[src/rtl/pl_tx_msg_sender.sv]
// Protocol-layer transmit engine: buffers a message, drives the PHY packet/payload handshake, retries on busy line.
// Optional watchdog on each attempt is enabled with `define PL_TX_WATCHDOG_EN.
module pl_tx_msg_sender #(
  parameter int BUF_DEPTH   = 30,
  parameter int MAX_RETRY   = 2,
  parameter int RETRY_GAP   = 16,
  parameter int WDOG_CYCLES = 65535
) (
  input  logic       clk,
  input  logic       rst,
  input  logic       wr_en,
  input  logic [7:0] wr_data,
  input  logic       msg_start,
  input  logic [2:0] msg_type,
  input  logic [4:0] msg_len,
  output logic       tx_busy,
  output logic       tx_status_en,
  output logic [1:0] tx_status,
  output logic       pl2phy_tx_packet_en,
  output logic [2:0] pl2phy_tx_packet_type,
  input  logic       phy2pl_tx_packet_done,
  input  logic       phy2pl_tx_packet_result,
  output logic       pl2phy_tx_payload_en,
  output logic [7:0] pl2phy_tx_payload,
  output logic       pl2phy_tx_payload_last,
  input  logic       phy2pl_tx_payload_done
);
  localparam int PTR_W = $clog2(BUF_DEPTH + 1);
  localparam int RTY_W = $clog2(MAX_RETRY + 1);
  localparam int GAP_W = $clog2(RETRY_GAP + 1);

  typedef enum logic [2:0] {IDLE, REQ, STREAM, WAIT_DONE, GAP, REPORT} state_t;
  typedef enum logic [1:0] {ST_SENT, ST_RETRY, ST_BAD, ST_WDOG} status_t;
  typedef struct packed {
    logic [2:0] ptype;
    logic [4:0] len;
  } req_t;

  state_t           state, state_nxt;
  status_t          status_q, status_nxt;
  req_t             req_q;
  logic [7:0]       buf_mem [BUF_DEPTH];
  logic [PTR_W-1:0] wr_ptr, rd_ptr;
  logic [RTY_W-1:0] retry_cnt;
  logic [GAP_W-1:0] gap_cnt;
  logic             req_bad, is_last, can_retry, pkt_done, retry_inc, wdog_hit, wr_ok;

  always_comb begin
    req_bad = 1'b0;
    case (msg_type)
      3'd7:       req_bad = 1'b1;
      3'd5, 3'd6: req_bad = (msg_len != 5'd0);
      default:    req_bad = (msg_len == 5'd0) || (32'(msg_len) > 32'(wr_ptr));
    endcase
  end

  assign is_last   = (32'(rd_ptr) + 32'd1 == 32'(req_q.len));
  assign can_retry = (32'(retry_cnt) < 32'(MAX_RETRY));
  // PHY completion is only meaningful once the request has gone out
  assign pkt_done  = phy2pl_tx_packet_done && (state == STREAM || state == WAIT_DONE);
  assign wr_ok     = wr_en && (state == IDLE) && (32'(wr_ptr) != 32'(BUF_DEPTH));

`ifdef PL_TX_WATCHDOG_EN
  localparam int WD_W = $clog2(WDOG_CYCLES + 1);
  logic [WD_W-1:0] wdog_cnt;
  logic            active;

  assign active   = (state == REQ) || (state == STREAM) || (state == WAIT_DONE);
  assign wdog_hit = active && (32'(wdog_cnt) == 32'(WDOG_CYCLES - 1));

  // restarts for every attempt, so a retry gets a full window
  always_ff @(posedge clk) begin
    if (rst || !active) wdog_cnt <= '0;
    else                wdog_cnt <= wdog_cnt + 1'b1;
  end
`else
  assign wdog_hit = 1'b0;
`endif

  always_comb begin
    state_nxt  = state;
    status_nxt = status_q;
    retry_inc  = 1'b0;
    case (state)
      IDLE: if (msg_start) begin
        state_nxt  = req_bad ? REPORT : REQ;
        status_nxt = req_bad ? ST_BAD : ST_SENT;
      end
      REQ:     state_nxt = (req_q.ptype >= 3'd5) ? WAIT_DONE : STREAM;
      STREAM:  if (phy2pl_tx_payload_done && is_last) state_nxt = WAIT_DONE;
      GAP:     if (32'(gap_cnt) == 32'(RETRY_GAP - 1)) state_nxt = REQ;
      REPORT:  state_nxt = IDLE;
      default: ;
    endcase
    if (pkt_done) begin
      if (phy2pl_tx_packet_result) begin
        state_nxt  = REPORT;
        status_nxt = ST_SENT;
      end else if (can_retry) begin
        state_nxt = GAP;
        retry_inc = 1'b1;
      end else begin
        state_nxt  = REPORT;
        status_nxt = ST_RETRY;
      end
    end else if (wdog_hit) begin
      state_nxt  = REPORT;
      status_nxt = ST_WDOG;
    end
  end

  always_ff @(posedge clk) begin
    if (rst) begin
      state     <= IDLE;
      status_q  <= ST_SENT;
      req_q     <= '0;
      wr_ptr    <= '0;
      rd_ptr    <= '0;
      retry_cnt <= '0;
      gap_cnt   <= '0;
    end else begin
      state    <= state_nxt;
      status_q <= status_nxt;
      if (state == IDLE && msg_start && !req_bad) req_q <= '{ptype: msg_type, len: msg_len};
      if (state == REPORT) wr_ptr <= '0;
      else if (wr_ok)      wr_ptr <= wr_ptr + 1'b1;
      if (state == REQ) rd_ptr <= '0;
      else if (state == STREAM && phy2pl_tx_payload_done && !is_last && !pkt_done)
        rd_ptr <= rd_ptr + 1'b1;
      if (state == REPORT) retry_cnt <= '0;
      else if (retry_inc)  retry_cnt <= retry_cnt + 1'b1;
      gap_cnt <= (state == GAP) ? gap_cnt + 1'b1 : '0;
    end
  end

  always_ff @(posedge clk) begin
    if (wr_ok) buf_mem[wr_ptr] <= wr_data;
  end

  assign tx_busy                = (state != IDLE);
  assign tx_status_en           = (state == REPORT);
  assign tx_status              = tx_status_en ? status_q : ST_SENT;
  assign pl2phy_tx_packet_en    = (state == REQ);
  assign pl2phy_tx_packet_type  = req_q.ptype;
  assign pl2phy_tx_payload_en   = (state == STREAM);
  assign pl2phy_tx_payload      = pl2phy_tx_payload_en ? buf_mem[rd_ptr] : 8'h00;
  assign pl2phy_tx_payload_last = pl2phy_tx_payload_en && is_last;
endmodule

[config.mk]
export PLATFORM = sky130hd
export DESIGN_NAME = pl_tx_msg_sender
export DESIGN_NICKNAME = d
export VERILOG_FILES = /design/src/rtl/pl_tx_msg_sender.sv
export SDC_FILE = /design/constraint.sdc
export NUM_CORES = 1
export LEC_CHECK = 0
export ABC_AREA = 0
export CAP_MARGIN = 20
export CORE_ASPECT_RATIO = 2
export CORE_MARGIN = 1.5
export CORE_UTILIZATION = 55
export CTS_BUF_LIST = sky130_fd_sc_hd__clkbuf_16
export DETAILED_ROUTE_END_ITERATION = 10
export PLACE_DENSITY = 0.73
export SLEW_MARGIN = 20
export SYNTH_ARGS = -nofsm -noshare
export SYNTH_HDL_FRONTEND = slang
export SYNTH_SLANG_ARGS = --single-unit
[constraint.sdc]
create_clock -name clk -period 2.6 [get_ports clk]
set_clock_uncertainty 0.1 [all_clocks]
set_input_delay 0.39 -clock clk [delete_from_list [all_inputs] [get_ports clk]]
set_output_delay 0.39 -clock clk [all_outputs]
set_load 0.005 [all_outputs]
# Yosys cells after proc, flatten, opt, wreduce, memory -nomap -nowiden
# Memory sizes are Yosys's and may differ from the RTL's. A register that Yosys moved wholly into a read port is not among the register bits.
# Index checks and enable logic that the tools add are counted.
dict set report op_classes {
  magnitude_cmp 3
  n_eq_ne 14
  muxes 25
  reduce_logical 25
  div_mod_pow 0
  shifts 0
  n_bitwise 1
  addsub 5
  n_mul 0
}
# op count
set ops {}
lappend ops {{$add 5x1->5 const B} 3}
lappend ops {{$eq 3x3->1 const B} 5}
lappend ops {{$mux 3} 5}
lappend ops {{$pmux 3 s5} 1}
lappend ops {{$mux 2} 7}
lappend ops {{$logic_and 1x1->1} 10}
lappend ops {{$mux 5} 2}
lappend ops {{$mux 1} 8}
lappend ops {{$mux 8} 1}
lappend ops {{$reduce_or 2->1} 4}
lappend ops {{$add 5x1->6 const B} 1}
lappend ops {{$eq 3x2->1 const B} 2}
lappend ops {{$eq 6x5->1} 1}
lappend ops {{$ne 3x3->1 const B} 2}
lappend ops {{$reduce_bool 6->1} 1}
lappend ops {{$eq 5x4->1 const B} 1}
lappend ops {{$gt 5x5->1} 1}
lappend ops {{$logic_not 5->1} 1}
lappend ops {{$ne 5x5->1 const B} 1}
lappend ops {{$reduce_bool 5->1} 1}
lappend ops {{$reduce_and 4->1} 1}
lappend ops {{$eq 3x1->1 const B} 1}
lappend ops {{$ge 3x3->1 const B} 1}
lappend ops {{$logic_not 1->1} 3}
lappend ops {{other kinds (8)} 9}
dict set report word_totals {
  latchBits 0
  rom_bits 0
  ramBits 240
  memories 1
  word_cells 82
  input_bits 23
  regBits 30
  output_inout_bits 18
}
# name words word_bits rd rd_clocked_by_memory_dff wr line
set mem_list {}
lappend mem_list {buf_mem 30 8 1 1 1 42} ;# logic [7:0] buf_mem [BUF_DEPTH];

# Logic depth before layout (Yosys ltp)
# Gate-level depths: netlist of the first run.
dict set report logic_depth {
  ltp_word 9
  ltp_mapped 9
  mapped_depth_nobuf 8
}

# Worst setup path before layout of the first run
# Ideal clock, no wire load.
dict set report synth_timing {
  path_kind {register to output}
  from {register (tool-made name)}
  to {output port pl2phy_tx_payload[0]}
  stages_incl_launch_ff 7
  required_time_ns 2.110
  arrival_ns 1.822
  path_slack_ns 0.288
  n_path_buf 2
  path_cell_list {dfxtp_1 buf_2 buf_4 mux4_2 mux4_2 nand2_1 o21ai_1}
}
# item line
set synth_rtl {}
lappend synth_rtl {{end: declaration} 24} ;# output logic [7:0] pl2phy_tx_payload,

==> results of run 1 <==
report_power, final:
part,internal (mW),switching [mW]
Clock,2.12,1.51
Sequential,4.92,0.0851
Combinational,0.511,0.646
Total,7.55,2.24
flip-flops by register name, indices dropped and copies added, names as in the netlist, named ones only:
register and flops:
buf_mem 240, gap_cnt 5, pl2phy_tx_packet_type 3, rd_ptr 5
req_q 5, retry_cnt 2, state 3, status_q 2
wr_ptr 5
layer usage:
layer,part of all wire (%),vias up,wire length (um),track usage [%]
met5,0,-,0,0
met4,3.9,0,1050,10.6
met3,5.7,66,1520,2.71
met2,57,300,15300,50.4
met1,33,3254,8750,28.3
li1,-,2819,-,-
cells by family after synthesis:
family          share of synthesized area [%]
flops                                    70.9
compound gates                           4.09
simple gates                             5.87
xor+xnor                                 1.26
mux                                      14.6
buf+inv                                  1.95
fa+ha+maj                                1.35
synthesized netlist by cell type, drive strengths merged (10+ instances only):
library cell / n / area, um2
dfxtp: 35 / 701
nand2: 22 / 82.6
mux2i: 18 / 180
o21ai: 17 / 85.1
buf: 17 / 101
a21oi: 32 / 160
xnor2: 11 / 96.3
nor2: 69 / 262
edfxtp: 240 / 7210
inv: 13 / 48.8
clkbuf: 18 / 67.6
ha: 12 / 150
o31ai: 10 / 75.1
mux4: 64 / 1440
nand3: 11 / 55.1
nand4: 13 / 81.3
worst paths after layout:
path	slack, ps	to	cells after the start
max	-440	pl2phy_tx_payload[4]	8
min	360	gap_cnt[0]	1
max reg2reg	230	buf_mem[4][4]	6
min reg2reg	360	gap_cnt[0]	1
worst register-to-register path: cells and delay by family (launching register included):
kind                   cells  cell delay [ps]
flip-flops                 1              330
AND/OR/NAND/NOR            4             1220
buffers and inverters      2              400
timing repair:
action                                 4_1_cts  5_1_grt
setup endpoints to repair                    9       13
gates resized for setup                     58       20
pin swaps                                   13        9
endpoints found under the hold margin        0        0
setup buffers                               27        1
gates cloned                                 5        1
area by class of cell:
cell class	instances	area [um2]
multi-input cells	327	3120
well taps	262	328
clock inverters	18	219
flip-flops and latches	275	7920
clock buffers	23	576
repair buffers	135	1340
inverters	13	48.8
fillers	1325	6370
==> results.toml, run 1 <==
[finish]
final_cells = 1053
nets = 810
antennaDiodeCount = 0
layout-drive-gt1-share_pct = 29.5
final_cell_mix = "edfxtp_1, buf_4, mux4_2, nor2_1"
areaGrowthSynthToFinish_pct = 21.4
postLayoutCoreUtil_pct = 68.0
final_cell_area_um2 = 13500
layout_commonest_cell = "edfxtp_1"

[die]
die_w_um = 104
initial_utilization_pct = 56.1
die_y_um = 204
rows = 73
io_pins = 41
core_um2 = 19900
dieArea_um2 = 21200

[sta]
final_max_slew_viol_count = 0
period_share_pct = 117
final_hold_viol_count = 0
rsz0062_at_grt = "yes"
tightest_slew_ps = 534
timing.final.crit_period_ps = 3040
setup_slack_ps = -443
slew_headroom_pct = 64.4
tns_ps = -3180
timing.hold.ws_ps = 359
fmax_ghz = 0.329
finalSetupViolCount = 8

[run_status]
failed_checks = "setup timing"
status = "finished with violations"

[setup_path]
crit_path_end_kind = "output pin"
crit_family = "multiplexers"
cp_num_buf_inv = 4
worst-setup-path-type = "register to output pin"
reg2reg_from = "state[0]"
worstSetupStartpointType = "register"
path_cells = "buf_12, buf_12, buf_6, mux4_2, mux4_2, nand2_1, o21ai_1, buf_2"
required_ps = 2110
cp_max_fo = 5
max_stage_delay_ps = 530
critPathSlowestCell = "mux4_2"
crit_arrival_ps = 2550

[global_route]
grt_usage_pct = 25.8
grt_max_degree = 33
overflow = 0
antenna_found_initial = 0
grt_pass1_wl_mm = 40.2
grt_pass1_vias = 6729

[power_and_ir_drop]
ir_drop_v = 0.000692
leakage_nw = 4.48
power_density_nw_per_um2 = 723
power.total_mw = 9.79

[logic_synthesis]
syn_nets = 685
synth_edf_count = 240
ys_types = 47
ys.flop_type = "edfxtp_1"
syn_area_um2 = 11200
syn_inst = 650
ys_async_sr_fraction_pct = 0
yosysSeqAreaShare_pct = 70.9
ys_ff_latch = 275
avgSynthCellArea_um2 = 17.2
synth_warnings = 0

[placement]
place.gp.congestion = 0.862
dp_hpwl_mm = 17.0
portBuffers = 40
place_inst = 983
placed_area_um2 = 12300
dpl_worst_slack_ps = -141

[route]
drt_iter0_markers = 587
firstDrtPassIters = 5
vias = 6439
ant_nets = 0
wire_per_inst_um = 25.3
viasPerCell = 6.11
drt-total-wl_mm = 26.6
remaining_drc_errors = 0

[flow_run]
max_cap_violations = 0

[clocking]
cts_max_level = 1
tritoncts = "yes"
cts_sinks = 275
clock-root-buffer = "clkbuf_16"
insertion_delay_ps = 520
holdBufCountCts = 0
path_clk_slew_ps = 70
clockBufferDepth = 3
cts_buffers = 23

[hold_path]
min_path_type = "register to register"
hold_start = "gap_cnt[0]"
Power figures use the tool's default switching activity.
==> run 2, diff against run 1 <==
REMOVE_ABC_BUFFERS = 1   (was unset)
==> run 2 against run 1 <==
- the run still ends with setup timing left
- critical path depth is 1 lower
- combinational power hardly changed
- sequential share of layout area is 1.1 points higher
- first-iteration DRC count is 25% lower
- clock power is 9.6% lower
- clock-buffer cell count stayed put
- non-clock buffer count is 5 lower
- maximum frequency is 2.1% lower
- power is 3.7% lower
- cell area is 1.8% lower
- utilization is 1.2 points lower
==> results.toml, run 2 (synthesis results as in run 1) <==
[finish]
final_cell_mix = "edfxtp_1, buf_4, nor2_1, mux4_2"
largest_register_ff_count = 240
areaGrowthSynthToFinish_pct = 19.1
nets = 805
postLayoutCoreUtil_pct = 66.8
layout_commonest_cell = "edfxtp_1"
layout-drive-gt1-share_pct = 27.6
regMostFlops = "buf_mem"
antennaDiodeCount = 0

[power_and_ir_drop]
power.total_mw = 9.43
comb_power_share_pct = 12.6
sw_frac_of_total_pct = 23.2
power_density_nw_per_um2 = 709
clkPwrFrac_pct = 34.7
power_frac_seq_pct = 52.7
power.net_switching_mw = 2.19
ir_drop_v = 0.000598
leakage_nw = 4.39
p_int_mw = 7.25

[global_route]
overflow = 0
top_usage_layer = "met2"
antenna_found_initial = 0
grt_use_met1_pct = 26.0
grt_max_degree = 33
met3_usage_pct = 3.13
grt_pass1_vias = 6764
grt_pass1_wl_mm = 38.2
grt_usage_pct = 24.3
met2_usage_pct = 45.3

[route]
firstDrtPassIters = 5
wire_per_inst_um = 24.0
vias = 6308
ant_nets = 0
drt_iter0_markers = 438
drt-total-wl_mm = 25.1
remaining_drc_errors = 0
viasPerCell = 6.03

[setup_path]
crit_path_end_kind = "output pin"
required_ps = 2110
critPathSlowestCell = "mux4_2"
worstSetupStartpointType = "register"
reg2reg_depth = 7
cp_max_fo = 5
cp_common_cell = "mux4_2"
worst-setup-path-type = "register to output pin"
path_cells = "buf_12, buf_4, mux4_2, mux4_2, nand2_2, o21ai_1, buf_2"
max_stage_delay_ps = 580
crit_arrival_ps = 2620

[placement]
portBuffers = 40
place.gp.congestion = 0.872
dp_hpwl_mm = 16.8

[clocking]
tritoncts = "yes"
path_clk_slew_ps = 70
holdBufCountCts = 0
insertion_delay_ps = 520
clock-root-buffer = "clkbuf_16"
clockBufferDepth = 3
cts_sinks = 275
cts_buffers = 23
cts_max_level = 1

[die]
rows = 73
core_um2 = 19900
die_w_um = 104
dieArea_um2 = 21200
initial_utilization_pct = 56.1
io_pins = 41
die_y_um = 204

[sta]
slew_headroom_pct = 66.5
period_share_pct = 119
rsz0062_at_grt = "yes"
tightest_slew_ps = 502
final_hold_viol_count = 0
finalSetupViolCount = 8
setup_slack_ps = -507
fmax_ghz = 0.322
final_max_slew_viol_count = 0
timing.final.crit_period_ps = 3110

[flow_run]
max_cap_violations = 0

[run_status]
status = "finished with violations"
failed_checks = "setup timing"

[hold_path]
min_path_type = "register to register"
whs_path_depth = 1
==> run 2: worst max-delay path: cells and delay by family, from the launching register on <==
family          cells  cell delay, ps
compound gates      1              80
buf+inv             3             390
flops               1             380
mux                 2            1160
simple gates        1              80
==> run 2: cell type report <==
type,instances,area (um2)
inverter,13,48.8
fill,1393,6610
sequential,275,7920
multi-input combinational,327,3090
timing repair buffer,130,1210
clock buffer,23,576
tap,262,328
clock inverter,16,126
==> run 2: metal layers <==
metal  share of wire [%]  vias to the layer above
li1                    -                     2801
met1                  34                     3173
met2                  55                      266
met3                 5.2                       68
met4                 6.2                        0
met5                   0                        -
==> run 2: stage by stage <==
step	worst slack (ps)	instances	TNS (ps)	instance area, um2	hold slack (ps)
3_5_place_dp	-269	990	-1870	12400	354
3_3_place_gp	-213	990	-1510	12400	326
6_report	-507	1046	-3570	13300	361
2_1_floorplan	-1810	615	-14440	11000	318
5_1_grt	-543	1046	-3960	13300	381
4_1_cts	-492	1043	-3610	13300	369
==> run 2: repair_timing <==
action	CTS	global route
setup buffers	13	3
pin swaps	9	3
resized for setup	53	4
gates cloned	2	0
setup endpoints to repair	9	9
==> run 2: power by group through the flow <==
stage | Combinational, mW | Clock (mW) | Sequential (mW)
after floorplan | 0.541 | 0 | 5.10
after global placement | 1.09 | 0 | 5.06
after detailed placement | 1.13 | 0 | 5.07
after CTS | 1.17 | 3.32 | 4.97
after global routing | 1.27 | 3.48 | 4.98
final | 1.18 | 3.28 | 4.97
==> run 2: worst paths after layout <==
check / slack, ps / to / start
max reg2reg: 260 / state[2] / wr_ptr[3]
min reg2reg: 360 / gap_cnt[0] / gap_cnt[0]
max: -510 / pl2phy_tx_payload[6] / register
min: 360 / gap_cnt[0] / gap_cnt[0]
==> run 3, diff against run 2 <==
clock period = 3.15 ns   (was 2.6 ns; I/O delays follow)
==> run 3 against run 2 <==
- the flow still finishes with violations (setup timing)
- via count about the same
- setup slack improved by 500 ps
- clock-buffer cell count unchanged
- sequential cell count unchanged
- combinational power decreased by 24%
- cell count decreased by 1.2%
- largest power group unchanged
- highest routed layer unchanged
==> results.toml, run 3 (synthesis results as in run 1) <==
[run_status]
status = "finished with violations"
failed_checks = "setup timing"

[route]
remaining_drc_errors = 0
drt_iter0_markers = 440
drt-total-wl_mm = 25.9
wire_per_inst_um = 25.1
firstDrtPassIters = 7
vias = 6310
viasPerCell = 6.11
ant_nets = 0

[finish]
antennaDiodeCount = 0
largest_register_ff_count = 240
nets = 790
layout_commonest_cell = "edfxtp_1"
regMostFlops = "buf_mem"
sequential_cell_area_um2 = 7910
areaGrowthSynthToFinish_pct = 17.6
fillCellCount = 1409
multiInputGateArea_um2 = 3090
postLayoutCoreUtil_pct = 65.9
layout-drive-gt1-share_pct = 26.5
final_cell_mix = "edfxtp_1, nor2_1, mux4_2, buf_4"

[die]
die_w_um = 104
initial_utilization_pct = 56.1
rows = 73
dieArea_um2 = 21200
io_pins = 41
die_y_um = 204
core_um2 = 19900

[clocking]
tritoncts = "yes"
cts_max_level = 1
insertion_delay_ps = 520
cts_buffers = 23
clockBufferDepth = 3
cts_sinks = 275
clock-root-buffer = "clkbuf_16"
path_clk_slew_ps = 70

[power_and_ir_drop]
power_density_nw_per_um2 = 592
ir_drop_v = 0.000546
power.total_mw = 7.77
leakage_nw = 4.29

[sta]
tightest_slew_ps = 667
timing.final.crit_period_ps = 3160
rsz0062_at_grt = "yes"
final_hold_viol_count = 0
setup_slack_ps = -5.26
timing.hold.ws_ps = 376
final_max_slew_viol_count = 0
fmax_ghz = 0.317
slew_headroom_pct = 55.4
period_share_pct = 100
finalSetupViolCount = 1

[flow_run]
max_cap_violations = 0

[placement]
dpl_worst_slack_ps = 230
portBuffers = 40
dp_hpwl_mm = 17.4
place.gp.congestion = 0.890

[global_route]
grt_pass1_vias = 6683
grt_max_degree = 37
grt_pass1_wl_mm = 39.8
antenna_found_initial = 0
overflow = 0
grt_usage_pct = 25.4

[hold_path]
min_path_type = "register to register"

[setup_path]
worst-setup-path-type = "register to output pin"
crit_path_end_kind = "output pin"
required_ps = 2580
worstSetupStartpointType = "register"
crit_arrival_ps = 2580
cp_max_fo = 7
[run 3: cell count changes in the layout (fill, tap and decap cells not counted), moves of 2 or more]
| cell | previous run | this run |
|---|---|---|
| buf_16 | 2 | 0 |
| buf_12 | 10 | 8 |
| mux2i_1 | 17 | 14 |
| nand2_1 | 16 | 19 |
| nand2_2 | 6 | 3 |
| mux2i_2 | 1 | 3 |
| clkinv_2 | 3 | 6 |
| nor2_2 | 1 | 5 |
| clkinv_1 | 5 | 3 |
| nor2_1 | 68 | 64 |
| a21oi_1 | 29 | 31 |
| buf_4 | 75 | 63 |
| a21oi_2 | 3 | 1 |
[run 3: final cells by class]
cell class,count,share of cell area [%]
flip-flops and latches,275,60.3
multi-input cells,327,23.5
repair buffers,115,7.94
clock buffers,23,4.38
well taps,262,2.50
clock inverters,18,1.01
inverters,13,0.372
[run 3: repair_timing]
action / CTS / global route
pin swaps: 1 / 3
hold buffers: 0 / 0
resized for setup: 51 / 12
setup endpoints to repair: 8 / 7
buffers inserted: 18 / 1
gates cloned: 1 / 0
hold endpoints to repair: 0 / 0
[run 3: stage by stage]
stage	instances	TNS (ps)	area, um2
5_1_grt	1033	-192	13100
4_1_cts	1035	-128	13100
3_3_place_gp	975	0	12200
3_5_place_dp	975	0	12200
2_1_floorplan	615	-10700	11000
6_report	1033	-5.26	13100
[run 3: report_power, final]
group	leakage, nW	total, mW	switching [mW]	internal, mW
Combinational	1.48	0.898	0.517	0.381
Sequential	2.44	4.14	0.0737	4.06
Clock	0.367	2.73	1.24	1.49
[run 3: routing by layer]
| metal | wire [um] | up-vias | track usage [%] |
|---|---|---|---|
| li1 | - | 2775 | - |
| met1 | 9170 | 3265 | 29.0 |
| met2 | 14900 | 220 | 49.3 |
| met3 | 1050 | 50 | 2.39 |
| met4 | 806 | 0 | 9.03 |
| met5 | 0 | - | 0 |
[run 3: worst max-delay path: stages (launching register included)]
cell and delay [ps]:
dfxtp_4 420, buf_12 130, buf_12 120, mux4_2 570, mux4_2 520, nand2_2 90, o21ai_2 60, buf_2 140
[run 3: worst paths after layout]
kind	from	to	slack, ps	cells after the start
setup / recovery	register	pl2phy_tx_payload[1]	-5	7
hold / removal	gap_cnt[0]	gap_cnt[0]	380	1
setup reg to reg	wr_ptr[0]	buf_mem[13][6]	560	7
hold reg to reg	gap_cnt[0]	gap_cnt[0]	380	1
